$ cat src/rtl/hd44780_responder.sv
// HD44780-style LCD bus responder: decodes E-strobed writes into a mirrored 2x40 DDRAM,
// address counter and display-control flags, with a readback port for the mirror.
module hd44780_responder #(
    parameter logic [7:0] FILL_CHAR = 8'h20
) (
    input  logic       clk,
    input  logic       resetn,
    input  logic       lcd_e,
    input  logic       lcd_rs,
    input  logic       lcd_rw,
    input  logic [7:0] lcd_data,
    input  logic       rd_line,
    input  logic [5:0] rd_col,
    output logic [7:0] rd_char,
    output logic [6:0] ac,
    output logic       display_on,
    output logic       cursor_on,
    output logic       blink_on,
    output logic       entry_inc,
    output logic       busy,
    output logic       wr_strobe,
    output logic       cmd_err
);

    typedef enum logic {
        ST_IDLE = 1'b0,
        ST_FILL = 1'b1
    } state_t;

    localparam logic [6:0] LAST_IDX = 7'd79;

    // Step the address counter, wrapping line 0 col 39 <-> line 1 col 0 and line 1 col 39 <-> 0
    function automatic logic [6:0] ac_step(input logic [6:0] a, input logic inc);
        logic [6:0] r;
        if (inc) begin
            if (a == 7'h27)      r = 7'h40;
            else if (a == 7'h67) r = 7'h00;
            else                 r = a + 7'd1;
        end else begin
            if (a == 7'h00)      r = 7'h67;
            else if (a == 7'h40) r = 7'h27;
            else                 r = a - 7'd1;
        end
        return r;
    endfunction

    function automatic logic [6:0] cell_index(input logic line, input logic [5:0] col);
        logic [6:0] r;
        if (line) r = 7'd40 + {1'b0, col};
        else      r = {1'b0, col};
        return r;
    endfunction

    logic [7:0] ddram [0:79];

    logic       e_q_r;
    logic       rs_r;
    logic       rw_r;
    logic [7:0] data_r;
    state_t     state_r, state_nxt;
    logic [6:0] fill_idx_r, fill_idx_nxt;
    logic [6:0] ac_r, ac_nxt;
    logic       display_on_r, display_on_nxt;
    logic       cursor_on_r, cursor_on_nxt;
    logic       blink_on_r, blink_on_nxt;
    logic       entry_inc_r, entry_inc_nxt;
    logic       ddram_mode_r, ddram_mode_nxt;
    logic       wr_strobe_r, wr_strobe_nxt;
    logic       cmd_err_r, cmd_err_nxt;
    logic [7:0] rd_char_r;

    logic       exec_s;
    logic       mem_we_s;
    logic [6:0] mem_addr_s;
    logic [7:0] mem_wdata_s;
    logic [6:0] rd_idx_s;

    assign exec_s   = e_q_r & ~lcd_e;
    assign rd_idx_s = cell_index(rd_line, rd_col);

    // Bus capture: hold the last rs/rw/data seen while E was high
    always_ff @(posedge clk or negedge resetn) begin
        if (!resetn) begin
            e_q_r  <= 1'b0;
            rs_r   <= 1'b0;
            rw_r   <= 1'b0;
            data_r <= 8'h00;
        end else begin
            e_q_r <= lcd_e;
            if (lcd_e) begin
                rs_r   <= lcd_rs;
                rw_r   <= lcd_rw;
                data_r <= lcd_data;
            end
        end
    end

    // Fill sequencing, transaction decode and DDRAM write-port selection
    always_comb begin
        state_nxt      = state_r;
        fill_idx_nxt   = fill_idx_r;
        ac_nxt         = ac_r;
        display_on_nxt = display_on_r;
        cursor_on_nxt  = cursor_on_r;
        blink_on_nxt   = blink_on_r;
        entry_inc_nxt  = entry_inc_r;
        ddram_mode_nxt = ddram_mode_r;
        wr_strobe_nxt  = 1'b0;
        cmd_err_nxt    = 1'b0;
        mem_we_s       = 1'b0;
        mem_addr_s     = fill_idx_r;
        mem_wdata_s    = FILL_CHAR;

        case (state_r)
            ST_FILL: begin
                mem_we_s = 1'b1;
                if (fill_idx_r == LAST_IDX) begin
                    state_nxt    = ST_IDLE;
                    fill_idx_nxt = 7'd0;
                end else begin
                    fill_idx_nxt = fill_idx_r + 7'd1;
                end
            end
            ST_IDLE: begin
                fill_idx_nxt = 7'd0;
            end
            default: begin
                state_nxt    = ST_FILL;
                fill_idx_nxt = 7'd0;
            end
        endcase

        if (exec_s) begin
            if (rw_r || (state_r == ST_FILL)) begin
                cmd_err_nxt = 1'b1;
            end else if (rs_r) begin
                // In CGRAM mode data bytes are swallowed without touching AC
                if (ddram_mode_r) begin
                    mem_we_s      = 1'b1;
                    mem_addr_s    = cell_index(ac_r[6], ac_r[5:0]);
                    mem_wdata_s   = data_r;
                    wr_strobe_nxt = 1'b1;
                    ac_nxt        = ac_step(ac_r, entry_inc_r);
                end else begin
                    ac_nxt = ac_r;
                end
            end else begin
                casez (data_r)
                    8'b1???????: begin
                        if (data_r[5:0] <= 6'd39) begin
                            ac_nxt         = data_r[6:0];
                            ddram_mode_nxt = 1'b1;
                        end else begin
                            cmd_err_nxt = 1'b1;
                        end
                    end
                    8'b01??????: ddram_mode_nxt = 1'b0;
                    8'b001?????: ac_nxt = ac_r;
                    8'b0001????: begin
                        if (!data_r[3]) begin
                            ac_nxt = ac_step(ac_r, data_r[2]);
                        end else begin
                            ac_nxt = ac_r;
                        end
                    end
                    8'b00001???: begin
                        display_on_nxt = data_r[2];
                        cursor_on_nxt  = data_r[1];
                        blink_on_nxt   = data_r[0];
                    end
                    8'b000001??: entry_inc_nxt = data_r[1];
                    // Home and clear both point AC back into DDRAM space
                    8'b0000001?: begin
                        ac_nxt         = 7'h00;
                        ddram_mode_nxt = 1'b1;
                    end
                    8'b00000001: begin
                        ac_nxt         = 7'h00;
                        entry_inc_nxt  = 1'b1;
                        ddram_mode_nxt = 1'b1;
                        state_nxt      = ST_FILL;
                        fill_idx_nxt   = 7'd0;
                    end
                    default: cmd_err_nxt = 1'b1;
                endcase
            end
        end else begin
            cmd_err_nxt = 1'b0;
        end
    end

    // Control state and registered outputs
    always_ff @(posedge clk or negedge resetn) begin
        if (!resetn) begin
            state_r      <= ST_FILL;
            fill_idx_r   <= 7'd0;
            ac_r         <= 7'h00;
            display_on_r <= 1'b0;
            cursor_on_r  <= 1'b0;
            blink_on_r   <= 1'b0;
            entry_inc_r  <= 1'b1;
            ddram_mode_r <= 1'b1;
            wr_strobe_r  <= 1'b0;
            cmd_err_r    <= 1'b0;
            rd_char_r    <= 8'h00;
        end else begin
            state_r      <= state_nxt;
            fill_idx_r   <= fill_idx_nxt;
            ac_r         <= ac_nxt;
            display_on_r <= display_on_nxt;
            cursor_on_r  <= cursor_on_nxt;
            blink_on_r   <= blink_on_nxt;
            entry_inc_r  <= entry_inc_nxt;
            ddram_mode_r <= ddram_mode_nxt;
            wr_strobe_r  <= wr_strobe_nxt;
            cmd_err_r    <= cmd_err_nxt;
            rd_char_r    <= (rd_col > 6'd39) ? FILL_CHAR : ddram[rd_idx_s];
        end
    end

    // DDRAM storage; contents are established by the fill that follows every reset
    always_ff @(posedge clk) begin
        if (mem_we_s) begin
            ddram[mem_addr_s] <= mem_wdata_s;
        end
    end

    assign rd_char    = rd_char_r;
    assign ac         = ac_r;
    assign display_on = display_on_r;
    assign cursor_on  = cursor_on_r;
    assign blink_on   = blink_on_r;
    assign entry_inc  = entry_inc_r;
    assign busy       = (state_r == ST_FILL);
    assign wr_strobe  = wr_strobe_r;
    assign cmd_err    = cmd_err_r;

endmodule

$ cat config.mk
export PLATFORM = sky130hd
export DESIGN_NAME = hd44780_responder
export DESIGN_NICKNAME = d
export VERILOG_FILES = /design/src/rtl/hd44780_responder.sv
export SDC_FILE = /design/constraint.sdc
export NUM_CORES = 1
export LEC_CHECK = 0
export BUFFER_PORTS_ARGS = -buffer_cell sky130_fd_sc_hd__clkbuf_2
export CAP_MARGIN = 20
export CORE_ASPECT_RATIO = 0.8
export CORE_UTILIZATION = 45
export CTS_BUF_LIST = sky130_fd_sc_hd__clkbuf_4
export DETAILED_ROUTE_END_ITERATION = 8
export GPL_TIMING_DRIVEN = 0
export PLACE_DENSITY = 0.6
export SYNTH_ARGS = -nofsm -noshare
export SYNTH_HDL_FRONTEND = slang
export SYNTH_SLANG_ARGS = --single-unit
$ cat constraint.sdc
create_clock -name clk -period 6.6 [get_ports clk]
set_input_delay 1.32 -clock clk [delete_from_list [all_inputs] [get_ports clk]]
set_output_delay 1.32 -clock clk [all_outputs]
set_load 0.05 [all_outputs]
# Word level (Yosys, flattened, before mapping)

Memory sizes are Yosys's and may differ from the RTL's.
Index checks and enable logic that the tools add are counted.

Register bits: 41
Latch bits: 0
RAM bits: 640
Bits in read-only memories: 0
Bits of input ports: 20
Output and inout port bits: 22
Logic and storage cells: 107
Memories kept: 1

Add/sub/neg operators: 5
Multipliers: 0
Divide/modulo/power cells: 0
Order comparisons: 2
Equality and inequality tests: 15
Shifts and indexed selects: 0
Multiplexer cells: 53
Bitwise operators: 5
Reductions and logical operators: 11

Memory list:

| memory | depth | bits a word | rd ports | clocked after Yosys merged registers in | wr ports | line | text |
|---|---|---|---|---|---|---|---|
| ddram  | 80    | 8           | 1        | 0                                       | 1        | 54   | `logic [7:0] ddram [0:79];` |

Operators with widths:

| kind                                                                     | number |
|---|---|
| 7-bit two-way mux                                                        | 21 |
| 8-bit two-way mux                                                        | 5 |
| 1-bit two-way mux                                                        | 22 |
| 7-bit equality test (second input constant)                              | 3 |
| 7-bit case mux with 3 select lines                                       | 1 |
| 6-bit by 6-bit adder with 7-bit output (first input constant)            | 2 |
| 7-bit by 1-bit adder with 7-bit output (second input constant)           | 2 |
| 7-bit case mux with 2 select lines                                       | 1 |
| 8-bit by 1-bit equality test with 1-bit output (second input constant)   | 1 |
| 4-bit AND reduction                                                      | 2 |
| 7-bit by 1-bit equality test with 1-bit output (second input constant)   | 1 |
| 7-bit by 6-bit equality test with 1-bit output (second input constant)   | 1 |
| 7-bit zero test                                                          | 1 |
| 7-bit OR reduction                                                       | 1 |
| 7-bit by 1-bit subtractor with 7-bit output (second input constant)      | 1 |
| 6-bit by 1-bit equality test with 1-bit output (second input constant)   | 1 |
| 6-bit > comparator (second input constant)                               | 1 |
| 6-bit <= comparator (second input constant)                              | 1 |
| 6-bit AND reduction                                                      | 1 |
| 5-bit by 1-bit equality test with 1-bit output (second input constant)   | 1 |
| 5-bit AND reduction                                                      | 1 |
| 4-bit by 1-bit equality test with 1-bit output (second input constant)   | 1 |
| 2-bit by 1-bit inequality test with 1-bit output (second input constant) | 2 |
| 1-bit inverter                                                           | 4 |
| other kinds (12)                                                         | 13 |

# Longest topological paths before layout

Word-level depth: 7
Mapped depth: 10
Mapped depth without buffers: 8

# Least setup slack after synthesis

Ideal clock, no wire load.

Kind: input-to-reg
Start: input port lcd_e
End: memory ddram[0][0], data pin
Library setup time: 409 ps
Arrival time: 3,250 ps
Required time: 6,191 ps
Slack: 2,941 ps
Stages: 5
Buffers on the path: 1
Cell sequence: nor4b_1 > nand3_1 > inv_1 > clkbuf_1 > and2_1

Word-level cells in the longest chain between the ends: 3

RTL lines:

| element                  | line | text |
|---|---|---|
| start: declaration       | 8    | `input logic lcd_e,` |
| 1-bit inverter           | 78   | `assign exec_s = e_q_r & ~lcd_e;` |
| 1-bit AND                | 78   |  |
| 8-bit two-way mux        | 133  | `if (exec_s) begin` |
| named net mem_wdata_s[0] | 75   | `logic [7:0] mem_wdata_s;` |
| end: declaration         | 54   |  |

The timed path passes the listed nets, and every way through them passes these cells.

# Worst setup path in the final report

Start: input port lcd_e
End: memory ddram[69][1], enable pin

Word-level cells in the longest chain between the ends: 5

RTL lines:

| element                                 | line | text |
|---|---|---|
| 1-bit inverter *                        | 78   |  |
| 1-bit AND *                             | 78   |  |
| 1-bit two-way mux                       | 133  |  |
| 1-bit two-way mux                       | 223  | `if (mem_we_s) begin` |
| 1-bit two-way mux (implied by the code) | 224  | `ddram[mem_addr_s] <= mem_wdata_s;` |

Mark *: on every way between the ends. The rest lies on a longest branch, timed or not.

==> metrics.txt <==
result of the run=finished, final reports clean; number of optimization iterations in the first detailed-route pass=5; overall power of the completed layout=0.00840 W; fmax=around 0.25 GHz; FF+latch area=0.0202 mm^2; Post-Place Setup Slack=roughly 1700 ps; number of failing setup endpoints in the final timing report=0; per-cell routed wire length=~27 um; global-route wire length before repair=between 90000 and 100000 um; count of max-cap constraint violations=0; number of buffers created by CTS=between 150 and 200; via count of the first global-routing pass=14784; met3 wire length=6170 um; GPL Wtd Cong=just under 0.9; largest cells by area after synthesis=sky130_fd_sc_hd__edfxtp_1 (71%), sky130_fd_sc_hd__mux4_2 (13%), sky130_fd_sc_hd__dfrtp_1 (3.5%); wire length on met1=28800 um; overall fraction of global-route tracks in use=0.221; y dimension of the die=222 um; Synth Area per Inst=19.6 um^2; source-to-sink clock delay at the later pin of the worst-skew pair=1000 ps; post-route insts no fill=2482; clock tree sinks=681; remaining global-route overflow=0; net total in the final layout=1621; Critical Path Source Type=input port; area of the core=~0.06 mm^2; crit path capture type=flip-flop; Layout Skew=58.7 ps; leakage power figure=8.41 nW; multi-input logic area=0.00655 mm^2; RSZ-0062 raised after global routing=no; count of vias placed by the detailed router=14388; worst vdd rail ir drop=~0.00014 V; ratio of routed vias to standard cells=5.80; area enclosed by the die boundary=approximately 0.061 mm^2; half-perimeter wire length of the detailed placement result=41400 um; CP top delay family=simple AND/OR/NAND/NOR gates; area growth from synthesis to layout=12.0%; instance area after placement=~0.028 mm^2; Syn Nets=1412; post-synth design cell area=between 0.02 and 0.03 mm^2; Detailed Route WL=66000 um; minimum clock period=4010 ps; power density over the cells=around 280 mW/mm^2; number of cells produced by synthesis=1385; initial core utilization=0.456; aggregate negative setup slack=0 ps; placed cells=2204; count of standard-cell rows=80; dominant synthesized flop cell=sky130_fd_sc_hd__edfxtp_1; DRC viols=0; portion of the clock cycle consumed by the worst path in the final layout=0.608; kind of critical path=input port to flip-flop; Yosys warning total=0; reg-to-reg setup timing slack=2600 ps; Setup Fix Bufs, Post-CTS=0; clock buffer depth=3; post-route worst setup slack=2590 ps; sum of met2 wire segment lengths after detailed routing=29100 um; TritonCTS clock tree=built; cell taking the most area after synthesis=sky130_fd_sc_hd__edfxtp_1; portion of the post-synthesis area used by sequential elements=0.745; required time at the worst-slack endpoint=7170 ps; most frequent standard cell in the layout excluding fill and tap cells=sky130_fd_sc_hd__edfxtp_1; data arrival time of the critical path=4590 ps; number of flip-flops and latches in the synthesized netlist=slightly below 700; Worst Tran Pin Value=1020 ps; initial antenna violation count=2; asr flop ratio synth=0.0602; fraction of post-synthesis cell area in the top cell type by area=0.707; number of hold buffers added after cts=0; top-level port count=42; combined buffer and inverter count along the critical path=2; H-tree level count=4; count of port buffers added during placement=37; pin count of the biggest net entering global routing=81; relative slew slack=0.317; maximum net fanout on the critical path=10; CP Cell Sequence=clkbuf_2, nor4b_1, nand3_1, clkbuf_1, o21ai_1, nand2_1, nor2_1; clock-pin slew on the worst setup and hold paths=70 ps; highest metal layer with signal wires=met5; most frequent cells in the layout=sky130_fd_sc_hd__edfxtp_1 (640), sky130_fd_sc_hd__clkbuf_4 (235), sky130_fd_sc_hd__mux4_2 (162); antenna violation net count after detailed routing=0; number of enable flip-flop cells after synthesis=640; Clock Root Buffer=sky130_fd_sc_hd__clkbuf_4; distinct cell type count of the synthesized netlist=55; Slew Viols, Final=0; Hold Violations, Final=0; design area=0.0304 mm^2; 1st-iter DRT viols=1423; post-cts sizing count=0; max incr delay on CP=1020 ps; x dimension of the die=about 280 um; class of the most critical hold timing path=input port to async pin; fraction of final layout cells sized beyond drive strength 1=0.299; slowest stage cell on the critical path=sky130_fd_sc_hd__nor2_1; Filler cells=4924
-- layer usage --
metal / vias up / global-route usage
met5: - / 0.00622
li1: 6206 / -
met1: 7428 / 0.317
met2: 633 / 0.312
met4: 2 / 0.0939
met3: 119 / 0.0720
-- registers in the layout, summed over array words and instances, names as in the netlist --
register and count:
cmd_err 1, fill_idx_r 7, wr_strobe 1, e_q_r 1, busy 1, ac 7
rd_char 8, ddram_mode_r 1, cursor_on 1, ddram 640, blink_on 1, display_on 1
rw_r 1, rs_r 1, entry_inc 1, data_r 8
-- path summary, 6_finish.rpt --
| check | start | end | cells after the start |
|---|---|---|---|
| max reg2reg | busy$_DFF_PN1_ | ddram[69][1]$_DFFE_PP_ | 6 |
| min in group clk | lcd_e | e_q_r$_DFF_PN0_ | 1 |
| min | resetn | rd_char[6]$_DFF_PN0_ | 1 |
| max | lcd_e | ddram[69][1]$_DFFE_PP_ | 7 |
| max in group asynchronous | resetn | ddram_mode_r$_DFFE_PN1P_ | 2 |
| min reg2reg | blink_on$_DFFE_PN0P_ | blink_on$_DFFE_PN0P_ | 1 |
-- cell type report --
| type | count | share of cell area |
|---|---|---|
| well taps | 779 | 0.0320 |
| diodes | 5 | 0.000411 |
| repair buffers | 40 | 0.00806 |
| flip-flops and latches | 681 | 0.665 |
| inverters | 8 | 0.000986 |
| clock inverters | 38 | 0.00830 |
| plain buffers | 70 | 0.0122 |
| clock buffers | 235 | 0.0579 |
| multi-input cells | 626 | 0.215 |
-- stage by stage --
stage                     utilization  hold slack, ps
after global placement          0.475             496
after detailed placement        0.476             501
after floorplan                     -             475
final                           0.510             275
after global routing            0.510             204
after CTS                       0.510             154
-- Yosys cell counts (all sizes together) (11+ instances only) --
master and number:
edfxtp 640, mux4 162, nor2 115, mux2i 52
nand2 49, buf 38, dfrtp 38, o21ai 33
clkbuf 32, a21oi 29, and2 13, a211oi 12
mux2 12, nand3 12, nor3 12, o22ai 11
-- logic make-up (layout without fill, tap and decap cells) --
logic type	after synthesis	count (layout)	share of synthesized area
simple gates	237	237	0.0393
flops	681	681	0.745
other cells	0	5	0
mux	226	226	0.158
fa+ha+maj	7	7	0.00322
xor+xnor	11	11	0.00424
buf+inv	78	391	0.0148
compound gates	145	145	0.0350
-- worst reg2reg max path, delay by kind of cell (launching register included) --
family	cells	cell delay, ps
compound gates	1	300
buf+inv	1	290
flops	1	420
simple gates	4	2570
-- power by group --
part           internal (W)  leakage, nW  switching (W)
Sequential          0.00466         5.01      0.0000118
Combinational      0.000107         2.20       0.000206
Clock               0.00178         1.20        0.00164
Total               0.00655         8.41        0.00185
(Power assumes the default switching activity.)
